**src/rtl/adder_share_arbiter_pkg.sv**
```systemverilog
// Shared definitions for the adder-sharing arbiter: FSM encoding,
// requester count and a one-hot decode helper.
package adder_share_arbiter_pkg;

  localparam int NREQ = 4;

  typedef enum logic {
    IDLE = 1'b0,
    HOLD = 1'b1
  } state_t;

  // Turn a 2-bit requester index into a 4-bit one-hot grant vector.
  function automatic logic [NREQ-1:0] onehot4(input logic [1:0] idx);
    logic [NREQ-1:0] v;
    v = '0;
    v[idx] = 1'b1;
    return v;
  endfunction

endpackage

```
**src/rtl/adder_share_arbiter_rr_pick4.sv**
```systemverilog
// Round-robin pick: first asserted request scanning from ptr upward, modulo 4.
module rr_pick4 (
  input  logic [3:0] req,
  input  logic [1:0] ptr,
  output logic [1:0] winner,
  output logic       any
);

  // Walk the four positions starting at ptr; the first hit wins.
  always_comb begin
    logic [1:0] idx;
    winner = ptr;
    any    = 1'b0;
    for (int k = 0; k < 4; k++) begin
      idx = ptr + 2'(k);
      if (!any && req[idx]) begin
        winner = idx;
        any    = 1'b1;
      end
    end
  end

endmodule

```
**src/rtl/mux4.sv**
```systemverilog
// Generic 4:1 multiplexer, used once per operand to select the winner's data.
module mux4 #(
  parameter int W = 4
) (
  input  logic [W-1:0] d0,
  input  logic [W-1:0] d1,
  input  logic [W-1:0] d2,
  input  logic [W-1:0] d3,
  input  logic [1:0]   sel,
  output logic [W-1:0] y
);

  // Plain select; sel is always a valid 2-bit index.
  always_comb begin
    y = d0;
    case (sel)
      2'd0: y = d0;
      2'd1: y = d1;
      2'd2: y = d2;
      2'd3: y = d3;
      default: y = d0;
    endcase
  end

endmodule

```
**src/rtl/adder_share_arbiter.sv**
```systemverilog
// Four requesters share one W-bit adder. A round-robin pick selects an
// operand pair, the W+1-bit sum is registered with the winner's ID and held
// until the consumer takes it.
module adder_share_arbiter
  import adder_share_arbiter_pkg::*;
#(
  parameter int W = 4
) (
  input  logic             clk,
  input  logic             rst,
  input  logic [3:0]       req,
  input  logic [4*W-1:0]   a_bus,
  input  logic [4*W-1:0]   b_bus,
  output logic [3:0]       gnt,
  output logic             out_valid,
  input  logic             out_ready,
  output logic [W:0]       out_sum,
  output logic [1:0]       out_id
);

  state_t       state_reg, state_next;
  logic [1:0]   ptr_reg;
  logic [W:0]   sum_reg;
  logic [1:0]   id_reg;

  logic [W-1:0] a_arr [NREQ];
  logic [W-1:0] b_arr [NREQ];
  logic [W-1:0] a_sel, b_sel;
  logic [1:0]   winner;
  logic         any;
  logic         load;
  logic         capture;

  // Unpack the flat operand buses into per-requester lanes.
  for (genvar gi = 0; gi < NREQ; gi++) begin : g_lane
    assign a_arr[gi] = a_bus[gi*W +: W];
    assign b_arr[gi] = b_bus[gi*W +: W];
  end

  rr_pick4 u_pick (
    .req    (req),
    .ptr    (ptr_reg),
    .winner (winner),
    .any    (any)
  );

  mux4 #(.W(W)) u_mux_a (
    .d0 (a_arr[0]), .d1 (a_arr[1]), .d2 (a_arr[2]), .d3 (a_arr[3]),
    .sel (winner), .y (a_sel)
  );

  mux4 #(.W(W)) u_mux_b (
    .d0 (b_arr[0]), .d1 (b_arr[1]), .d2 (b_arr[2]), .d3 (b_arr[3]),
    .sel (winner), .y (b_sel)
  );

  // The result register may be (re)filled when empty or being drained this cycle;
  // reset suppresses any capture so no grant is ever reported under reset.
  assign load    = (state_reg == IDLE) || (state_reg == HOLD && out_ready);
  assign capture = load && any && !rst;

  // Next-state and grant decode.
  always_comb begin
    state_next = state_reg;
    gnt        = '0;
    if (capture) begin
      gnt        = onehot4(winner);
      state_next = HOLD;
    end else if (state_reg == HOLD && out_ready) begin
      state_next = IDLE;
    end
  end

  // State, pointer and result register.
  always_ff @(posedge clk) begin
    if (rst) begin
      state_reg <= IDLE;
      ptr_reg   <= 2'd0;
      sum_reg   <= '0;
      id_reg    <= 2'd0;
    end else begin
      state_reg <= state_next;
      if (capture) begin
        sum_reg <= {1'b0, a_sel} + {1'b0, b_sel};
        id_reg  <= winner;
        ptr_reg <= winner + 2'd1;
      end
    end
  end

  assign out_valid = (state_reg == HOLD);
  assign out_sum   = sum_reg;
  assign out_id    = id_reg;

endmodule

```
**config.mk**
```make
export PLATFORM = sky130hd
export DESIGN_NAME = adder_share_arbiter
export DESIGN_NICKNAME = d
export VERILOG_FILES = /design/src/rtl/adder_share_arbiter_pkg.sv /design/src/rtl/adder_share_arbiter_rr_pick4.sv /design/src/rtl/mux4.sv /design/src/rtl/adder_share_arbiter.sv
export SDC_FILE = /design/constraint.sdc
export NUM_CORES = 1
export LEC_CHECK = 0
export CAP_MARGIN = 20
export CORE_MARGIN = 1.5
export CORE_UTILIZATION = 41
export DETAILED_ROUTE_END_ITERATION = 7
export HOLD_SLACK_MARGIN = 0.08
export PLACE_DENSITY = 0.85
export SLEW_MARGIN = 25
export SYNTH_ARGS = -nofsm -noshare
export SYNTH_HDL_FRONTEND = slang
export SYNTH_SLANG_ARGS = --single-unit
```
**constraint.sdc**
```tcl
create_clock -name clk -period 9.6 [get_ports clk]
set_input_delay 1.44 -clock clk [delete_from_list [all_inputs] [get_ports clk]]
set_output_delay 1.44 -clock clk [all_outputs]
set_load 0.01 [all_outputs]
```
==> flow_summary.json, run 1 <==
{
  "status": "complete, no violations",
  "slew_viol_final": 0,
  "clk_path_buf_depth": 2,
  "gr-total-overflow": 0,
  "synth_cell_types": 34,
  "min_period_ns": 5.39,
  "fin_worst_skew_ns": 0.00359,
  "antennaDiodeCount": 0,
  "power_frac_clock_pct": 10.9,
  "ys_warn_count": 0,
  "crit_fanout": 9,
  "intPower_mw": 0.149,
  "postCtsHoldBufs": 0,
  "regArea_um2": 200,
  "dr_wl_met3_um": 160,
  "pwr-share-comb_pct": 64.9,
  "drive_gt1_share_pct": 8.39,
  "synthTopCellsByArea": "dfxtp_1 22%, ha_1 12%, a222oi_1 6.6%, mux2i_1 6.6%, inv_1 4.9%",
  "synth_edf_count": 0,
  "dieArea_um2": 2530,
  "ys.flop_type": "dfxtp_1",
  "synth_fp_nets": 157,
  "tightest_slew_ns": 0.811,
  "cts_tree": "built",
  "clock-sinks": 10,
  "p_leak_nw": 0.607,
  "switching_power_mw": 0.0911,
  "p_sw_share_pct": 38.0,
  "vias_per_cell": 5.25,
  "hp-class": "register to register",
  "synth-seq-area-share_pct": 21.9,
  "yosysTopAreaCell": "dfxtp_1",
  "grt_pass1_vias": 918,
  "wl_met2_um": 1180,
  "dp_hpwl_um": 2050,
  "clk_pin_slew_ns": 0.06,
  "layout.nets": 206,
  "cp.required_ns": 8.16,
  "max_freq_mhz": 186,
  "grt_max_degree": 13,
  "p_per_area_nw_per_um2": 167,
  "syn_area_per_cell_um2": 8.48,
  "grt_usage_pct": 19.9,
  "cts_buffers": 3,
  "dieWidth_um": 50.3,
  "start_util_pct": 44.9,
  "wl_per_cell_um": 13.7,
  "arrival_ns": 3.95,
  "start_kind": "primary input",
  "multiInputGateArea_um2": 633,
  "hold_viol": 0,
  "gp_congestion": 0.821,
  "vias": 956,
  "rsz0062_at_grt": "false",
  "final_antenna_net_count": 0,
  "core-area_um2": 2040,
  "clkLatencyLatePin_ns": 0.25,
  "root_buffer": "clkbuf_4",
  "syn_inst": 108,
  "nFillCells": 168,
  "criticalPathCategory": "primary input to output port",
  "placedCellCount": 179,
  "relSlewSlack_pct": 45.1,
  "area_delta_synth_final_pct": 56.7,
  "wl_met1_um": 1150,
  "io_pins": 51,
  "setup_violations": 0,
  "antenna_found_initial": 0,
  "ctsResizeCount": 0,
  "io_buffer_count": 50,
  "synth.ff_latch_count": 10,
  "grt_pass1_wl_um": 4060,
  "power_frac_seq_pct": 24.2,
  "drcViolationCount": 0,
  "cts.htree.levels": 1,
  "irDropWorstVdd_mv": 0.122,
  "die_height_um": 50.3,
  "drt_iter0_markers": 29,
  "largest_reg_flops": 5,
  "finalNonFillerCells": 182,
  "synth-async-reset-ratio_pct": 0,
  "top_layer": "met3",
  "period_share_pct": 56.1,
  "dr.pass1.iters": 4,
  "final_util_pct": 70.3,
  "fin_setup_tns_ns": 0,
  "netlist.area_leader.share_pct": 21.9,
  "syn_area_um2": 916,
  "post_cts.repair.setup_buffers": 0,
  "critPathCaptureType": "output port",
  "num_rows": 16,
  "maxCapViolCount": 0,
  "drt_wl_total_um": 2490
}
## area by class of cell
class | count | area share (%)
Inverter | 12 | 3.14
Timing Repair Buffer | 50 | 34.9
Sequential cell | 10 | 13.9
Multi-Input combinational cell | 80 | 44.1
Tap cell | 27 | 2.35
Clock buffer | 3 | 1.57
## synth_stat cells, drive strengths merged, types with 3 or more instances
| library cell | number |
|---|---|
| inv | 12 |
| dfxtp | 10 |
| ha | 9 |
| nand2 | 8 |
| o21ai | 8 |
| a222oi | 6 |
| mux2i | 6 |
| nand3b | 5 |
| and2 | 4 |
| and2b | 4 |
| nor3 | 4 |
| clkbuf | 3 |
| nor2 | 3 |
| nor2b | 3 |
## power groups by stage
stage / Combinational [mW] / Sequential, mW / Clock, mW
after CTS: 0.157 / 0.0579 / 0.0274
after global placement: 0.148 / 0.0586 / 0
after floorplan: 0.0929 / 0.0620 / 0
after global routing: 0.173 / 0.0590 / 0.0283
after detailed placement: 0.155 / 0.0588 / 0
final: 0.156 / 0.0580 / 0.0262
## layout by cell type (no fill, tap or decap), drive strengths merged
master | synthesis | routed
a211oi | 1 | 1
a21o | 1 | 1
a21oi | 2 | 2
a222oi | 6 | 6
a22oi | 2 | 2
and2 | 4 | 4
and2b | 4 | 4
clkbuf | 3 | 3
clkdlybuf4s50 | 0 | 50
dfxtp | 10 | 10
fa | 1 | 1
ha | 9 | 9
inv | 12 | 12
mux2 | 2 | 2
mux2i | 6 | 6
nand2 | 8 | 8
nand2b | 1 | 1
nand3b | 5 | 5
nor2 | 3 | 3
nor2b | 3 | 3
nor3 | 4 | 4
nor4 | 1 | 1
o21a | 2 | 2
o21ai | 8 | 8
o21bai | 1 | 1
o311ai | 1 | 1
o31a | 1 | 1
or3 | 2 | 2
xor2 | 2 | 2
## worst paths after layout
kind	endpoint	cells after the start	slack, ns	startpoint
hold / removal	out_sum[2]	2	0.49	out_sum[2]
hold reg to reg	out_sum[2]	2	0.49	out_sum[2]
setup reg to reg	out_sum[3]	13	6.42	ptr_reg[1]
setup / recovery	gnt[2]	6	4.21	req[0]
## logic make-up after synthesis
kind of cell / synth area share [%]
simple gates: 24.0
flops: 21.9
mux: 9.02
compound gates: 19.7
xor+xnor: 1.91
buf+inv: 9.02
fa+ha+maj: 14.5
## per-layer routing
layer / vias to the layer above / global-route usage, %
li1: 481 / -
met1: 430 / 26.4
met4: 0 / 2.78
met3: 0 / 2.68
met2: 45 / 34.9
met5: - / 0
## metrics by stage
stage	hold slack [ns]	setup WS [ns]	instance area [um2]	total power, mW
2_1_floorplan	0.486	5.40	916	0.155
3_3_place_gp	0.462	4.40	1410	0.207
3_5_place_dp	0.473	4.22	1410	0.213
4_1_cts	0.491	4.22	1440	0.242
5_1_grt	0.524	3.99	1440	0.261
6_report	0.487	4.21	1440	0.240
## critical path: stages
cell,delay [ns]
clkdlybuf4s50_1,0.55
nor3_1,0.08
o311ai_1,0.68
ha_1,0.48
and2_1,0.19
clkdlybuf4s50_1,0.53
Note: power is estimated with default switching activity, not from simulation.
==> inputs of run 2 (changes only) <==
Settings changed: CORE_UTILIZATION 41 to 38, PLACE_DENSITY 0.85 to 0.79.
Clock period 9.6 ns to 5.4 ns, I/O delays scaled along.
==> run 2 against run 1 <==
Compared with the run above:
- cell count increased by 1.1%
- sequential share of layout area shrank 0.14 points
- register-to-register slack lost 4.2 ns
- via count grew 0.52%
- non-clock buffer count unchanged
- setup slack worse by 3.0 ns
- routed wire length rose by 3.3%
- design area rose by 1.0%
- global-route usage is 0.72 points lower
- combinational power rose by 75%
==> flow_summary.json, run 2 (synthesis gave the netlist of run 1 again) <==
{
  "fin_setup_tns_ns": 0,
  "critPathCaptureType": "output port",
  "gr-total-overflow": 0,
  "cp.required_ns": 4.59,
  "wl_met2_um": 1290,
  "path_delay_family": "buffers and inverters",
  "area_delta_synth_final_pct": 58.3,
  "fin_worst_skew_ns": 0.000493,
  "io_buffer_count": 50,
  "clk_pin_slew_ns": 0.07,
  "start_kind": "primary input",
  "core-area_um2": 2230,
  "grt_max_degree": 13,
  "setup_violations": 0,
  "period_share_pct": 77.0,
  "crit_fanout": 9,
  "regArea_um2": 200,
  "grt_pass1_vias": 937,
  "path_buf_inv": 2,
  "cts.htree.levels": 1,
  "wl_per_cell_um": 14.0,
  "multiInputGateArea_um2": 633,
  "clkLatencyLatePin_ns": 0.27,
  "grt_usage_pct": 19.2,
  "top_layer": "met4",
  "drcViolationCount": 0,
  "min_period_ns": 4.16,
  "clock-sinks": 10,
  "final_cell_mix": "50 x clkdlybuf4s50_1, 12 x inv_1, 10 x dfxtp_1",
  "vias": 961,
  "largest_reg_flops": 5,
  "nFillCells": 201,
  "arrival_ns": 3.35,
  "final_antenna_net_count": 0,
  "tightest_slew_ns": 0.854,
  "post_cts.repair.setup_buffers": 0,
  "cpMostUsedCell": "clkdlybuf4s50_1",
  "antennaDiodeCount": 0,
  "gp_congestion": 0.806,
  "cts_buffers": 3,
  "ctsResizeCount": 0,
  "vias_per_cell": 5.22,
  "maxCapViolCount": 0,
  "hold_viol": 0,
  "drt_wl_total_um": 2570,
  "relSlewSlack_pct": 42.2,
  "grt_pass1_wl_um": 3970,
  "setup_slack_ns": 1.24,
  "dp_hpwl_um": 2120,
  "slew_viol_final": 0,
  "final_cell_area_um2": 1450,
  "clk_path_buf_depth": 2,
  "slowest_stage": "o311ai_1",
  "max_stage_delay_ns": 0.71,
  "pre_cts_ws_ns": 1.15,
  "root_buffer": "clkbuf_4",
  "layout_commonest_cell": "clkdlybuf4s50_1",
  "cp_cell_sequence": "clkdlybuf4s50_1, nor3_1, o311ai_1, ha_1, and2_1, clkdlybuf4s50_1",
  "wl_met1_um": 1120,
  "fin_total_pwr_mw": 0.445,
  "cts_tree": "built",
  "dr_wl_met3_um": 138,
  "status": "complete, no violations",
  "dieArea_um2": 2710,
  "drt_iter0_markers": 37,
  "drive_gt1_share_pct": 8.97,
  "io_pins": 51,
  "antenna_found_initial": 0,
  "dr.pass1.iters": 4,
  "holdWs_ns": 0.479,
  "p_per_area_nw_per_um2": 307,
  "layout.nets": 206,
  "placed_cell_area_um2": 1410,
  "postCtsHoldBufs": 0,
  "p_leak_nw": 0.614,
  "max_freq_mhz": 241,
  "rsz0062_at_grt": "false",
  "start_util_pct": 41.0,
  "die_height_um": 52.1,
  "dieWidth_um": 52.1,
  "irDropWorstVdd_mv": 0.228,
  "hp-class": "register to register",
  "num_rows": 17,
  "criticalPathCategory": "primary input to output port"
}
[run 2: final cells by class]
class,instances,share of cell area (%)
clock buffers,4,2.50
inverters,12,3.11
multi-input cells,80,43.7
flip-flops and latches,10,13.8
well taps,28,2.42
repair buffers,50,34.5
[run 2: worst paths after layout]
check              from    endpoint  slack [ns]  cells after the start
max              req[0]      gnt[2]        1.24                      6
min          out_sum[0]  out_sum[0]        0.48                      2
max reg2reg  ptr_reg[0]  out_sum[4]        2.18                     14
min reg2reg  out_sum[0]  out_sum[0]        0.48                      2
[run 2: tightest hold or removal path, stage by stage, from the launching register on]
cell and delay, ns:
dfxtp_1 0.31, nand3b_1 0.07, nand2_1 0.05
[run 2: report_power, final]
part           total [mW]  switching (mW)  internal (mW)  leakage (nW)
sequential          0.105          0.0123         0.0923        0.0831
combinational       0.273           0.127          0.146         0.510
clock              0.0676          0.0266         0.0410        0.0210
[run 2: through the flow]
stage | util, % | instances
floorplan | - | 108
global placement | 63.3 | 180
detailed placement | 63.3 | 180
CTS | 64.9 | 184
global route | 64.9 | 184
finish | 64.9 | 184
[run 2: layer usage]
metal	vias to the layer above	GRT usage, %
li1	481	-
met1	446	22.2
met3	4	2.59
met2	30	35.7
met5	-	0
met4	0	6.58
